$ cat src/rtl/sram_pkg.sv
// Shared types and helpers for the two-port byte/bit-masked SRAM model.
package sram_pkg;

    typedef enum logic [0:0] {CLEAR, READY} sram_init_e;

    localparam int unsigned RD_LAT_MAX = 2;

    // $clog2 that never returns 0, so single-entry arrays still get a 1-bit index.
    function automatic int unsigned clog2_safe(input int unsigned n);
        return (n <= 1) ? 1 : $clog2(n);
    endfunction

endpackage

$ cat src/rtl/sram_clear_seq.sv
// Post-reset clear sequencer: walks every address once writing zero, then parks in READY.
module sram_clear_seq
    import sram_pkg::*;
#(
    parameter int unsigned DEPTH        = 1024,
    parameter bit          CLEAR_ON_RST = 1'b1,
    localparam int unsigned CW          = clog2_safe(DEPTH)
) (
    input  logic          clk,
    input  logic          rst,
    output logic          clr_we,
    output logic [CW-1:0] clr_addr,
    output logic          init_done
);

    localparam logic [CW-1:0] CNT_LAST  = CW'(DEPTH - 1);
    localparam sram_init_e    RST_STATE = CLEAR_ON_RST ? CLEAR : READY;

    sram_init_e    state_q, state_d;
    logic [CW-1:0] cnt_q, cnt_d;

    always_ff @(posedge clk or posedge rst) begin
        if (rst) begin
            state_q <= RST_STATE;
            cnt_q   <= '0;
        end else begin
            state_q <= state_d;
            cnt_q   <= cnt_d;
        end
    end

    always_comb begin
        state_d   = state_q;
        cnt_d     = cnt_q;
        clr_we    = 1'b0;
        init_done = 1'b0;
        unique case (state_q)
            CLEAR: begin
                clr_we = 1'b1;
                if (cnt_q == CNT_LAST) begin
                    state_d = READY;
                    cnt_d   = '0;
                end else begin
                    cnt_d = cnt_q + 1'b1;
                end
            end
            READY:   init_done = 1'b1;
            default: state_d = RST_STATE;
        endcase
    end

    assign clr_addr = cnt_q;

endmodule

$ cat config.mk
export PLATFORM = sky130hd
export DESIGN_NAME = sram_clear_seq
export DESIGN_NICKNAME = d
export VERILOG_FILES = /design/src/rtl/sram_pkg.sv /design/src/rtl/sram_clear_seq.sv
export SDC_FILE = /design/constraint.sdc
export NUM_CORES = 1
export LEC_CHECK = 0
export CORE_MARGIN = 2
export CORE_UTILIZATION = 40
export DETAILED_ROUTE_END_ITERATION = 10
export PLACE_DENSITY = 0.77
export REMOVE_ABC_BUFFERS = 1
export SLEW_MARGIN = 40
export SYNTH_ARGS = -nofsm -noshare
export SYNTH_HDL_FRONTEND = slang
export SYNTH_SLANG_ARGS = --single-unit
$ cat constraint.sdc
create_clock -name clk -period 1.37 [get_ports clk]
set_input_delay 0.411 -clock clk [delete_from_list [all_inputs] [get_ports clk]]
set_output_delay 0.411 -clock clk [all_outputs]
set_load 0.05 [all_outputs]
-- Word-level counts from Yosys, hierarchy flattened
Index checks and enable logic that the tools add are counted.
- flip-flop bits (word level): 11
- word-level logic and storage cells: 9
- output and inout bits: 12
- input port bits: 2
- eq/ne operators: 1
- $add $sub $neg: 1
- mux-type cells: 5
- operator list (operator ; count):
    $add A10 B1 Y10 const B ; 1
    $eq A10 B10 Y1 const B ; 1
    $mux W10 ; 1
    $mux W1 ; 4

-- Longest topological paths before layout
Gate-level depths: netlist (run 1).
- word-level depth: 3
- mapped depth: 4
- depth with buffers taken out: 4

-- Least setup slack after synthesis (run 1)
No wires, ideal clock.
- kind: flip-flop to flip-flop
- from: register cnt_q[0] (netlist: clr_addr[0])
- to: register cnt_q[9] (netlist: clr_addr[9])
- slack: -0.316 ns
- clock period less this slack: 1.686 ns
- arrival time: 1.568 ns
- data required time: 1.252 ns
- stages on the path, launching flop included: 5
- library setup time: 0.118 ns
- buffers on the path: 0
- path through: dfrtp_1 ha_1 nand3b_1 a211o_1 a21o_1
- word-level cells in the longest chain between the ends: 2
- elaborated cells on any way between the ends: 3
- those cells by class: add/sub: 1; eq/ne: 1; mux: 1
- RTL lines (item ; RTL line ; RTL):
    start: declaration ; sram_clear_seq.sv:20 ; logic [CW-1:0] cnt_q, cnt_d;
    start signal: assignment ; sram_clear_seq.sv:28 ; cnt_q <= cnt_d;
    $add A10 B1 Y10 or $eq A10 B10 Y1 (tied branches) ; sram_clear_seq.sv:44, sram_clear_seq.sv:40 ;
    $mux W10 (*) ; sram_clear_seq.sv:40 ; if (cnt_q == CNT_LAST) begin
Mark *: on every way between the ends. The rest lies on a longest branch, timed or not.
A chain may end at the register's enable or synchronous reset.

-- Worst setup path in the final report (run 1)
- from: register state_q
- to: output port init_done
- word-level cells in the longest chain between the ends: 1
- RTL lines (item ; RTL line ; RTL):
    start: declaration ; sram_clear_seq.sv:19 ; sram_init_e state_q, state_d;
    start signal: assignment ; sram_clear_seq.sv:27 ; state_q <= state_d;
    $mux W1 ; sram_clear_seq.sv:37 ; unique case (state_q)
    end: declaration ; sram_clear_seq.sv:13 ; output logic init_done
Every way passes these cells.

==> summary.md, run 1 <==
| Metric | Value |
|---|---|
| Status | finished, violations left |
| Failing checks | setup timing |
| Most frequent cell after synthesis | dfrtp_1 |
| CP Launch Type | flop |
| Max VDD drop | 0.000454 V |
| Part of the power in combinational logic | 1.6% |
| Starting Density | 42.3% |
| IO Port Bufs | 13 |
| Fmax | 0.718 GHz |
| 1st-pass router iterations | 4 |
| Final Cycle Share | 102% |
| Largest net degree at the start of global routing | 12 |
| Power Dens Cells | 570 nW/um^2 |
| Wire per inst | 13.4 um |
| Register bit total from synthesis | 11 |
| Drt drc | 0 |
| Final number of hold-violating endpoints | 0 |
| Fin worst setup slack | -0.0228 ns |
| First-pass GRT wire length | 2130 um |
| Hold Path Class | in2async |
| CTS tree | done |
| Worst setup EP type | output pin |
| Post-Synth Simple-Gate Area | 29.0% |
| Clk buf depth | 2 |
| Synthesis warning total | 0 |
| Layout area overhead | 82.0% |
| Final Cell Area | 988 um^2 |
| WP data required | 0.96 ns |
| CP max stage cell | dfrtp_2 |
| # rows | 13 |
| Post-synthesis compound-gate area fraction | 8.53% |
| GPL Wtd Cong | 0.761 |
| Yosys cell types | 22 |
| RSZ-0062 raised after global routing | yes |
| Routed Antenna Nets | 0 |
| Layout Cells excl Fill | 99 |
| Placeable core region | 1280 um^2 |
| Mux contribution to synthesized area | 0% |
| Synthesized area | 543 um^2 |
| Main flop type after synthesis | dfrtp_1 |
| Depth of the CTS H-tree | 1 |
| DR vias/cell | 5.19 |
| Fin nets | 88 |
| DIE AREA | 1670 um^2 |
| Iter 0 DRT Violations | 8 |
| Slew margin rel. | 71.7% |
| Clock Skews | 0.00332 ns |
| Switching Fraction | 21.8% |
| CTS root buffer | clkbuf_4 |
| Slew at the pin with the worst max-slew slack | 0.423 ns |
| Synth top cells by count | 11 x dfrtp_1, 8 x nand2_1, 5 x o21ai_0 |
| Cells after synthesis | 52 |
| Adder-cell share of the synthesized area | 2.30% |
| P_leak | 0.428 nW |
| Crit path cell chain | buf_6 > buf_12 |
| Min cycle time layout | 1.39 ns |
| Yosys top cell area share | 50.7% |
| CP max stage delay | 0.44 ns |
| R2R Path Start | state_q |
| Num Clock Sinks | 11 |
| Worst-path clk slew | 0.07 ns |
| Total power | 563 uW |
| Placed Cells | 88 |
| Avg Cell Area, Syn | 10.4 um^2 |
| Post-synth EDFFs | 0 |
| Number of antenna diodes | 0 |
| TritonCTS buffer count | 3 |
| Die span in y | 40.8 um |
| Vias in the first global route | 503 |
| # IOs | 14 |
| WS Path Type | reg2out |
| Kind of cell adding the most delay to the critical path | flip-flops |
| Post-synth top area cell | dfrtp_1 |
| Largest family of logic cells by synthesized area | simple AND/OR/NAND/NOR gates |
| MaxCap Viol Count | 0 |
| Chip width | 40.8 um |
| Switching Power | 123 uW |
| Initial antenna violation count | 0 |
| Cell Area, Placed | 872 um^2 |
| Fin util | 76.9% |
| GRT overflow | 0 |
| CP bufs+invs | 2 |
| Final WL | 1330 um |
| DPL Wire Length | 907 um |
| GRT Overall Usage | 21.0% |
| CP Launch Point | state_q |
| Final setup violation count | 3 |
| Crit Path Max Fanout | 4 |
| Critical Path AT | 0.98 ns |
| Register share of total power | 57.6% |
| Largest cells by area after synthesis | dfrtp_1 51%, nand2_1 5.5%, xnor2_1 4.8% |
| Clock share of power | 40.8% |
| Internal power | 440 uW |
| Skew-Pair Late Insertion Delay | 0.28 ns |
| Seq/Total Area, Yosys | 50.7% |
| Pins Over Slew Limit | 0 |
| Share of synthesized registers carrying an async set or reset | 100% |
| Post-synthesis xor/xnor area fraction | 8.06% |
| Routed vias | 514 |
| Share of cells above drive strength 1 | 46.4% |
| Pre-CTS setup slack | 0.0723 ns |
==> per-layer routing <==
layer	track usage [%]	routed length, um
met4	12.5	39
met2	35.2	716
met1	23.7	505
met3	5.43	64
met5	0	0
==> cells by family after synthesis <==
family                     after synthesis
and+or+nand+nor                         25
DFF                                     11
AOI/OAI and AO/OA                        8
xor gates and xnor gates                 5
buffers and inverters                    2
adders and majority gates                1
==> timing repair <==
action / in CTS / in global routing
setup buffers: 7 / 1
setup endpoints to repair: 9 / 10
pin swaps: 0 / 3
hold buffers: 0 / 0
resized for setup: 7 / 5
==> cell usage in the layout, fill, tap and decap left out, types with 2 or more instances in the layout <==
| master | synthesis | layout |
|---|---|---|
| buf_12 | 0 | 12 |
| dfrtp_2 | 0 | 2 |
| buf_4 | 0 | 7 |
| nand2_1 | 8 | 8 |
| xor2_1 | 2 | 2 |
| nor3_1 | 3 | 2 |
| or3_1 | 2 | 2 |
| or2_2 | 2 | 2 |
| xnor2_1 | 3 | 3 |
| o21ai_0 | 5 | 5 |
| dfrtp_1 | 11 | 9 |
| buf_6 | 0 | 8 |
| nor2_1 | 2 | 2 |
| clkbuf_4 | 0 | 3 |
==> final cells by class <==
| class | count | area [um^2] |
|---|---|---|
| Fill cell | 90 | 297 |
| Multi-Input combinational cell | 39 | 265 |
| Inverter | 2 | 7.51 |
| Sequential cell | 11 | 278 |
| Timing Repair Buffer | 28 | 393 |
| Clock buffer | 4 | 26.3 |
| Tap cell | 15 | 18.8 |
==> stage by stage <==
step | hold slack (ns) | TNS [ns]
3_3_place_gp | 0.559 | 0
2_1_floorplan | 0.263 | -1.82
4_1_cts | 0.438 | -0.0139
5_1_grt | 0.505 | -0.149
6_report | 0.419 | -0.0249
3_5_place_dp | 0.565 | 0
==> worst reg2reg max path: cells and delay by family (launching register included) <==
kind / cells / cell delay (ns)
compound gates: 2 / 0.49
flops: 1 / 0.44
simple gates: 1 / 0.20
buf+inv: 1 / 0.13
==> registers in the layout, indices dropped and copies added (netlist names) <==
name,count
clr_addr,10
state_q,1
==> path summary, 6_finish.rpt <==
path | to | slack [ns] | cells past startpoint
setup reg to reg | clr_addr[9] | 0.02 | 4
max in group asynchronous | state_q | 0.63 | 2
setup / recovery | init_done | -0.02 | 2
hold / removal | clr_addr[3] | 0.42 | 2
min in group clk | clr_addr[2] | 0.52 | 1
hold reg to reg | clr_addr[2] | 0.52 | 1
==> power by group through the flow <==
stage | clock network (mW) | logic [mW] | registers [mW]
finish | 0.230 | 0.00903 | 0.324
global route | 0.241 | 0.0112 | 0.324
CTS | 0.230 | 0.00958 | 0.324
detailed placement | 0 | 0.00958 | 0.331
global placement | 0 | 0.00941 | 0.331
floorplan | 0 | 0.00498 | 0.331
Power figures use the tool's default switching activity.
==> run 2, diff against run 1 <==
--- a/config.mk
+++ b/config.mk
@@ -7,6 +7,8 @@
 export LEC_CHECK = 0
 export CORE_MARGIN = 2
 export CORE_UTILIZATION = 40
+export CTS_BUF_LIST = sky130_fd_sc_hd__clkbuf_16
+export CTS_CLUSTER_SIZE = 14
 export DETAILED_ROUTE_END_ITERATION = 10
 export PLACE_DENSITY = 0.77
 export REMOVE_ABC_BUFFERS = 1
==> summary.md, run 2 (synthesis gave the netlist of run 1 again) <==
| Metric | Value |
|---|---|
| Number of antenna diodes | 0 (unchanged) |
| WP data required | 0.96 ns (about the same) |
| Switching Fraction | 17.5% (-4.3 points) |
| GPL Wtd Cong | 0.761 (unchanged) |
| Status | finished clean |
| RSZ-0062 raised after global routing | yes |
| DIE AREA | 1670 um^2 (unchanged) |
| # fillers | 73 (-19%) |
| Initial antenna violation count | 0 (unchanged) |
| IO Port Bufs | 13 (unchanged) |
| CTS tree | done |
| Drt drc | 0 (unchanged) |
| 1st-pass router iterations | 4 (unchanged) |
| Fin nets | 83 (-5.7%) |
| Pins Over Slew Limit | 0 (unchanged) |
| CTS root buffer | clkbuf_16 |
| Setup TNS | 0 ns (+0.0249 ns) |
| Crit Path Max Fanout | 8 (+4) |
| Commonest cells after routing, fill and taps aside | 12 x buf_12, 9 x dfrtp_1, 8 x nand2_1 |
| Worst-path clk slew | 0.04 ns (-0.03 ns) |
| Max reg flops | 10 (unchanged) |
| Critical Path AT | 0.95 ns (-0.03 ns) |
| P_leak | 0.489 nW (+14%) |
| Worst setup EP type | output pin |
| Fmax | 0.735 GHz (+2.4%) |
| Power Dens Cells | 863 nW/um^2 (+52%) |
| Routed Antenna Nets | 0 (unchanged) |
| Fin worst setup slack | 0.0103 ns (+0.0331 ns) |
| CTS Hold Buffers Added | 0 (unchanged) |
| Placeable core region | 1280 um^2 (unchanged) |
| Die span in y | 40.8 um (unchanged) |
| GRT overflow | 0 (unchanged) |
| Pre-CTS setup slack | 0.0723 ns (unchanged) |
| Min cycle time layout | 1.36 ns (-0.0331 ns) |
| DR vias/cell | 5.24 (+1.0%) |
| Wire per inst | 14.7 um (+9.4%) |
| Layout area overhead | 84.1% |
| Depth of the CTS H-tree | 1 (unchanged) |
| Vias in the first global route | 497 (-1.2%) |
| DPL Wire Length | 907 um (unchanged) |
| Clk buf depth | 2 (unchanged) |
| Area of the multi-input gates | 273 um^2 (+2.8%) |
| Skew-Pair Late Insertion Delay | 0.24 ns (-0.04 ns) |
| Total power | 863 uW (+53%) |
| Clock Skews | 0.00223 ns (-0.00108 ns) |
| Hold Path Class | in2async |
| Slew margin rel. | 71.3% (-0.47 points) |
| Part of the power in combinational logic | 1.1% (-0.5 points) |
| Max VDD drop | 0.000721 V (+59%) |
| Final WL | 1380 um (+3.9%) |
| Crit Reg-Reg Endpoint | clr_addr[9] |
| CP Launch Point | state_q |
| Starting Density | 42.3% (unchanged) |
| Flop2flop setup slack | 0.07 ns (+0.05 ns) |
| # IOs | 14 (unchanged) |
| MaxCap Viol Count | 0 (unchanged) |
| Fin util | 77.8% (+0.88 points) |
| Register area | 278 um^2 (unchanged) |
| Chip width | 40.8 um (unchanged) |
| CP Launch Type | flop |
| Routed vias | 493 (-4.1%) |
| WS Path Type | reg2out |
| Slew at the pin with the worst max-slew slack | 0.430 ns (+0.00702 ns) |
| GRT Overall Usage | 22.1% (+1.1 points) |
| Share of cells above drive strength 1 | 43.0% (-3.4 points) |
| First-pass GRT wire length | 2250 um (+5.8%) |
| Commonest non-fill, non-tap cell in the layout | buf_12 |
| Register share of total power | 37.8% (-20 points) |
| Clock share of power | 61.1% (+20 points) |
| Worst hold slack | 0.468 ns (+0.0482 ns) |
| R2R Path Start | clr_addr[0] |
| Largest net degree at the start of global routing | 12 (unchanged) |
| Switching Power | 151 uW (+23%) |
| Reg2Reg Depth | 4 (unchanged) |
| TritonCTS buffer count | 3 (unchanged) |
| # rows | 13 (unchanged) |
| Iter 0 DRT Violations | 9 (+1) |
| Num Clock Sinks | 11 (unchanged) |
| Final setup violation count | 0 (-3) |
| Internal power | 712 uW (+62%) |
| Final Cycle Share | 99.2% (-2.4 points) |
| Final number of hold-violating endpoints | 0 (unchanged) |
run 2: how the worst max path moves through the flow:
stage,end,slack (ns),depth (start not counted)
finish,init_done,0.01,2
global route,clr_addr[0],-0.02,2
CTS,clr_addr[4],0.003,2
detailed placement,clr_addr[9],0.07,4
global placement,clr_addr[9],0.12,4
floorplan,clr_addr[9],-0.32,4
run 2: final cells by class:
| class | instances | area share, % |
|---|---|---|
| clock buffer | 3 | 7.51 |
| clock inverter | 1 | 0.375 |
| inverter | 2 | 0.751 |
| multi-input combinational | 39 | 27.3 |
| sequential | 11 | 27.8 |
| tap | 15 | 1.88 |
| timing repair buffer | 23 | 34.4 |
run 2: per-layer routing:
metal	part of all wire [%]	vias up	wire length [um]	track usage, %
li1	-	244	-	-
met1	39	230	538	24.9
met2	55	15	762	37.5
met3	3.8	4	52	7.07
met4	1.8	0	25	10.0
met5	0	-	0	0
run 2: power groups by stage:
stage	Clock [mW]	Combinational, mW	Sequential, mW
after CTS	0.534	0.00959	0.326
after global routing	0.549	0.0111	0.326
after detailed placement	0	0.00958	0.331
final	0.528	0.00913	0.326
after floorplan	0	0.00498	0.331
after global placement	0	0.00941	0.331
run 2: through the flow:
step | cells | area [um^2]
final | 94 | 1000
after global routing | 94 | 1000
after CTS | 94 | 972
after detailed placement | 88 | 872
after global placement | 88 | 872
after floorplan | 52 | 543
run 2: worst max-delay path, stage by stage (launching register included):
cell and delay [ns]:
dfrtp_2 0.44, buf_6 0.13, buf_12 0.13
run 2: repair_timing:
item,in CTS,in global routing
pin swaps,0,3
buffers inserted,2,0
resized for setup,4,6
gates cloned,0,0
endpoints found under the setup margin,3,4
endpoints found under the hold margin,0,0
==> run 3, diff against run 2 <==
--- a/config.mk
+++ b/config.mk
@@ -5,12 +5,13 @@
 export SDC_FILE = /design/constraint.sdc
 export NUM_CORES = 1
 export LEC_CHECK = 0
-export CORE_MARGIN = 2
-export CORE_UTILIZATION = 40
+export CAP_MARGIN = 20
+export CORE_AREA = 2 2 39 41
 export CTS_BUF_LIST = sky130_fd_sc_hd__clkbuf_16
 export CTS_CLUSTER_SIZE = 14
 export DETAILED_ROUTE_END_ITERATION = 10
-export PLACE_DENSITY = 0.77
+export DIE_AREA = 0 0 41 43
+export PLACE_DENSITY = 0.76
 export REMOVE_ABC_BUFFERS = 1
 export SLEW_MARGIN = 40
 export SYNTH_ARGS = -nofsm -noshare
==> constraint.sdc (replaced) <==
create_clock -name clk -period 1.57 [get_ports clk]
set_input_delay 0.471 -clock clk [delete_from_list [all_inputs] [get_ports clk]]
set_output_delay 0.471 -clock clk [all_outputs]
set_load 0.05 [all_outputs]
==> summary.md, run 3 (synthesis gave the netlist of run 1 again) <==
| Metric | Value |
|---|---|
| Status | finished clean |
| Slew at the pin with the worst max-slew slack | 0.414 ns (-0.0162 ns) |
| Num Clock Sinks | 11 (unchanged) |
| Pins Over Slew Limit | 0 (unchanged) |
| GRT overflow | 0 (unchanged) |
| Die span in y | 43 um (+5.3%) |
| Fin nets | 76 (-8.4%) |
| Routed Antenna Nets | 0 (unchanged) |
| R2R Path Start | clr_addr[0] |
| Routed vias | 460 (-6.7%) |
| WP data required | 1.10 ns (+0.14 ns) |
| Worst-path clk slew | 0.04 ns (about the same) |
| Power Dens Cells | 820 nW/um^2 (-5.0%) |
| CP max stage cell | dfrtp_2 |
| Crit path cell chain | inv_1 > buf_12 |
| Share of cells above drive strength 1 | 33.3% (-9.7 points) |
| First-pass GRT wire length | 1900 um (-16%) |
| Slew margin rel. | 72.4% (+1.1 points) |
| Number of antenna diodes | 0 (unchanged) |
| CP Launch Point | state_q |
| Skew-Pair Late Insertion Delay | 0.24 ns (about the same) |
| Largest net degree at the start of global routing | 12 (unchanged) |
| Initial antenna violation count | 0 (unchanged) |
| Starting Density | 39.2% (-3.0 points) |
| CP Launch Type | flop |
| 1st-pass router iterations | 4 (unchanged) |
| Max VDD drop | 0.000693 V (-3.8%) |
| CP max stage delay | 0.47 ns (+0.03 ns) |
| DPL Wire Length | 867 um (-4.4%) |
| RSZ-0062 raised after global routing | no |
| CTS root buffer | clkbuf_16 |
| Final number of hold-violating endpoints | 0 (unchanged) |
| Worst setup EP type | output pin |
| DR vias/cell | 5.23 (-0.33%) |
| Final setup violation count | 0 (unchanged) |
| MaxCap Viol Count | 0 (unchanged) |
| GPL Wtd Cong | 0.772 (+1.5%) |
| Crit Path Max Fanout | 10 (+2) |
| Depth of the CTS H-tree | 1 (unchanged) |
| Max reg flops | 10 (unchanged) |
| P_leak | 0.389 nW (-21%) |
| Iter 0 DRT Violations | 8 (-1) |
| Drt drc | 0 (unchanged) |
| CTS tree | done |
| Wire per inst | 12.9 um (-12%) |
| Final WL | 1130 um (-18%) |
| DIE AREA | 1760 um^2 (+5.7%) |
| IO Port Bufs | 13 (unchanged) |
| # fillers | 108 (+48%) |
| Chip width | 41 um (+0.38%) |
| Commonest non-fill, non-tap cell in the layout | buf_12 |
| Total power | 751 uW (-13%) |
| Clock Skews | 0.00128 ns (-0.000949 ns) |
| Reg2Reg Depth | 4 (unchanged) |
| # IOs | 14 (unchanged) |
| TritonCTS buffer count | 3 (unchanged) |
| Worst hold slack | 0.529 ns (+0.0615 ns) |
| Critical Path AT | 1.02 ns (+0.07 ns) |
| CP bufs+invs | 2 (unchanged) |
| Layout area overhead | 68.7% |
| Kind of cell adding the most delay to the critical path | flip-flops |
| Levels on crit path | 2 (unchanged) |
| Commonest cells after routing, fill and taps aside | 12 x buf_12, 10 x dfrtp_1, 8 x nand2_1 |
| WS Path Type | reg2out |
| Vias in the first global route | 453 (-8.9%) |
| Clk buf depth | 2 (unchanged) |
| Placeable core region | 1380 um^2 (+7.7%) |
| Fin worst setup slack | 0.0785 ns (+0.0682 ns) |
| Fmax | 0.670 GHz |
| GRT Overall Usage | 17.9% (-4.2 points) |
| Hold Path Class | in2async |
| Pre-CTS setup slack | 0.252 ns (+0.180 ns) |
| Post-CTS setup buffers | 0 (-2) |
| Final Cycle Share | 95.0% |
| # rows | 14 (+1) |
| Min cycle time layout | 1.49 ns |
## run 3: power breakdown
part / internal [mW] / total (mW) / switching [mW]
logic: 0.00233 / 0.00786 / 0.00554
registers: 0.285 / 0.285 / 0
clock network: 0.334 / 0.458 / 0.124
total: 0.621 / 0.751 / 0.130
## run 3: final timing paths
check | to | slack [ns]
setup / recovery | clr_we | 0.08
hold / removal | clr_addr[6] | 0.53
setup reg to reg | clr_addr[9] | 0.24
hold reg to reg | clr_addr[6] | 0.56
max in group asynchronous | state_q | 0.73
min in group clk | clr_addr[6] | 0.56
## run 3: routing by layer
metal	global-route usage, %	routed length, um
met4	16.0	53
met1	19.9	457
met5	0	0
met3	8.38	70
met2	24.1	550
## run 3: repair_timing
item | 4_1_cts | 5_1_grt
gates resized for setup | 1 | 0
hold buffers | 0 | 0
endpoints found under the setup margin | 1 | 0
## run 3: cell type report
cell class                      count  area, um^2  share of cell area, %
Tap cell                           16        20.0                   2.19
Clock inverter                      1        3.75                  0.410
Inverter                            2        7.51                  0.820
Timing Repair Buffer               16         273                   29.8
Sequential cell                    11         277                   30.2
Multi-Input combinational cell     39         260                   28.4
Clock buffer                        3        75.1                   8.20
## run 3: metrics by stage
step,utilization [%],setup TNS (ns),std cells,area (um^2)
2_1_floorplan,-,-0.143,52,543
3_3_place_gp,60.4,0,84,836
3_5_place_dp,60.4,0,84,836
4_1_cts,66.2,0,88,916
5_1_grt,66.2,0,88,916
6_report,66.2,0,88,916
## run 3: worst reg2reg max path, cell delays in order (launching register included)
cell      delay (ns)
dfrtp_1         0.35
ha_1            0.26
nand3b_1        0.12
a211o_1         0.31
a21o_1          0.17
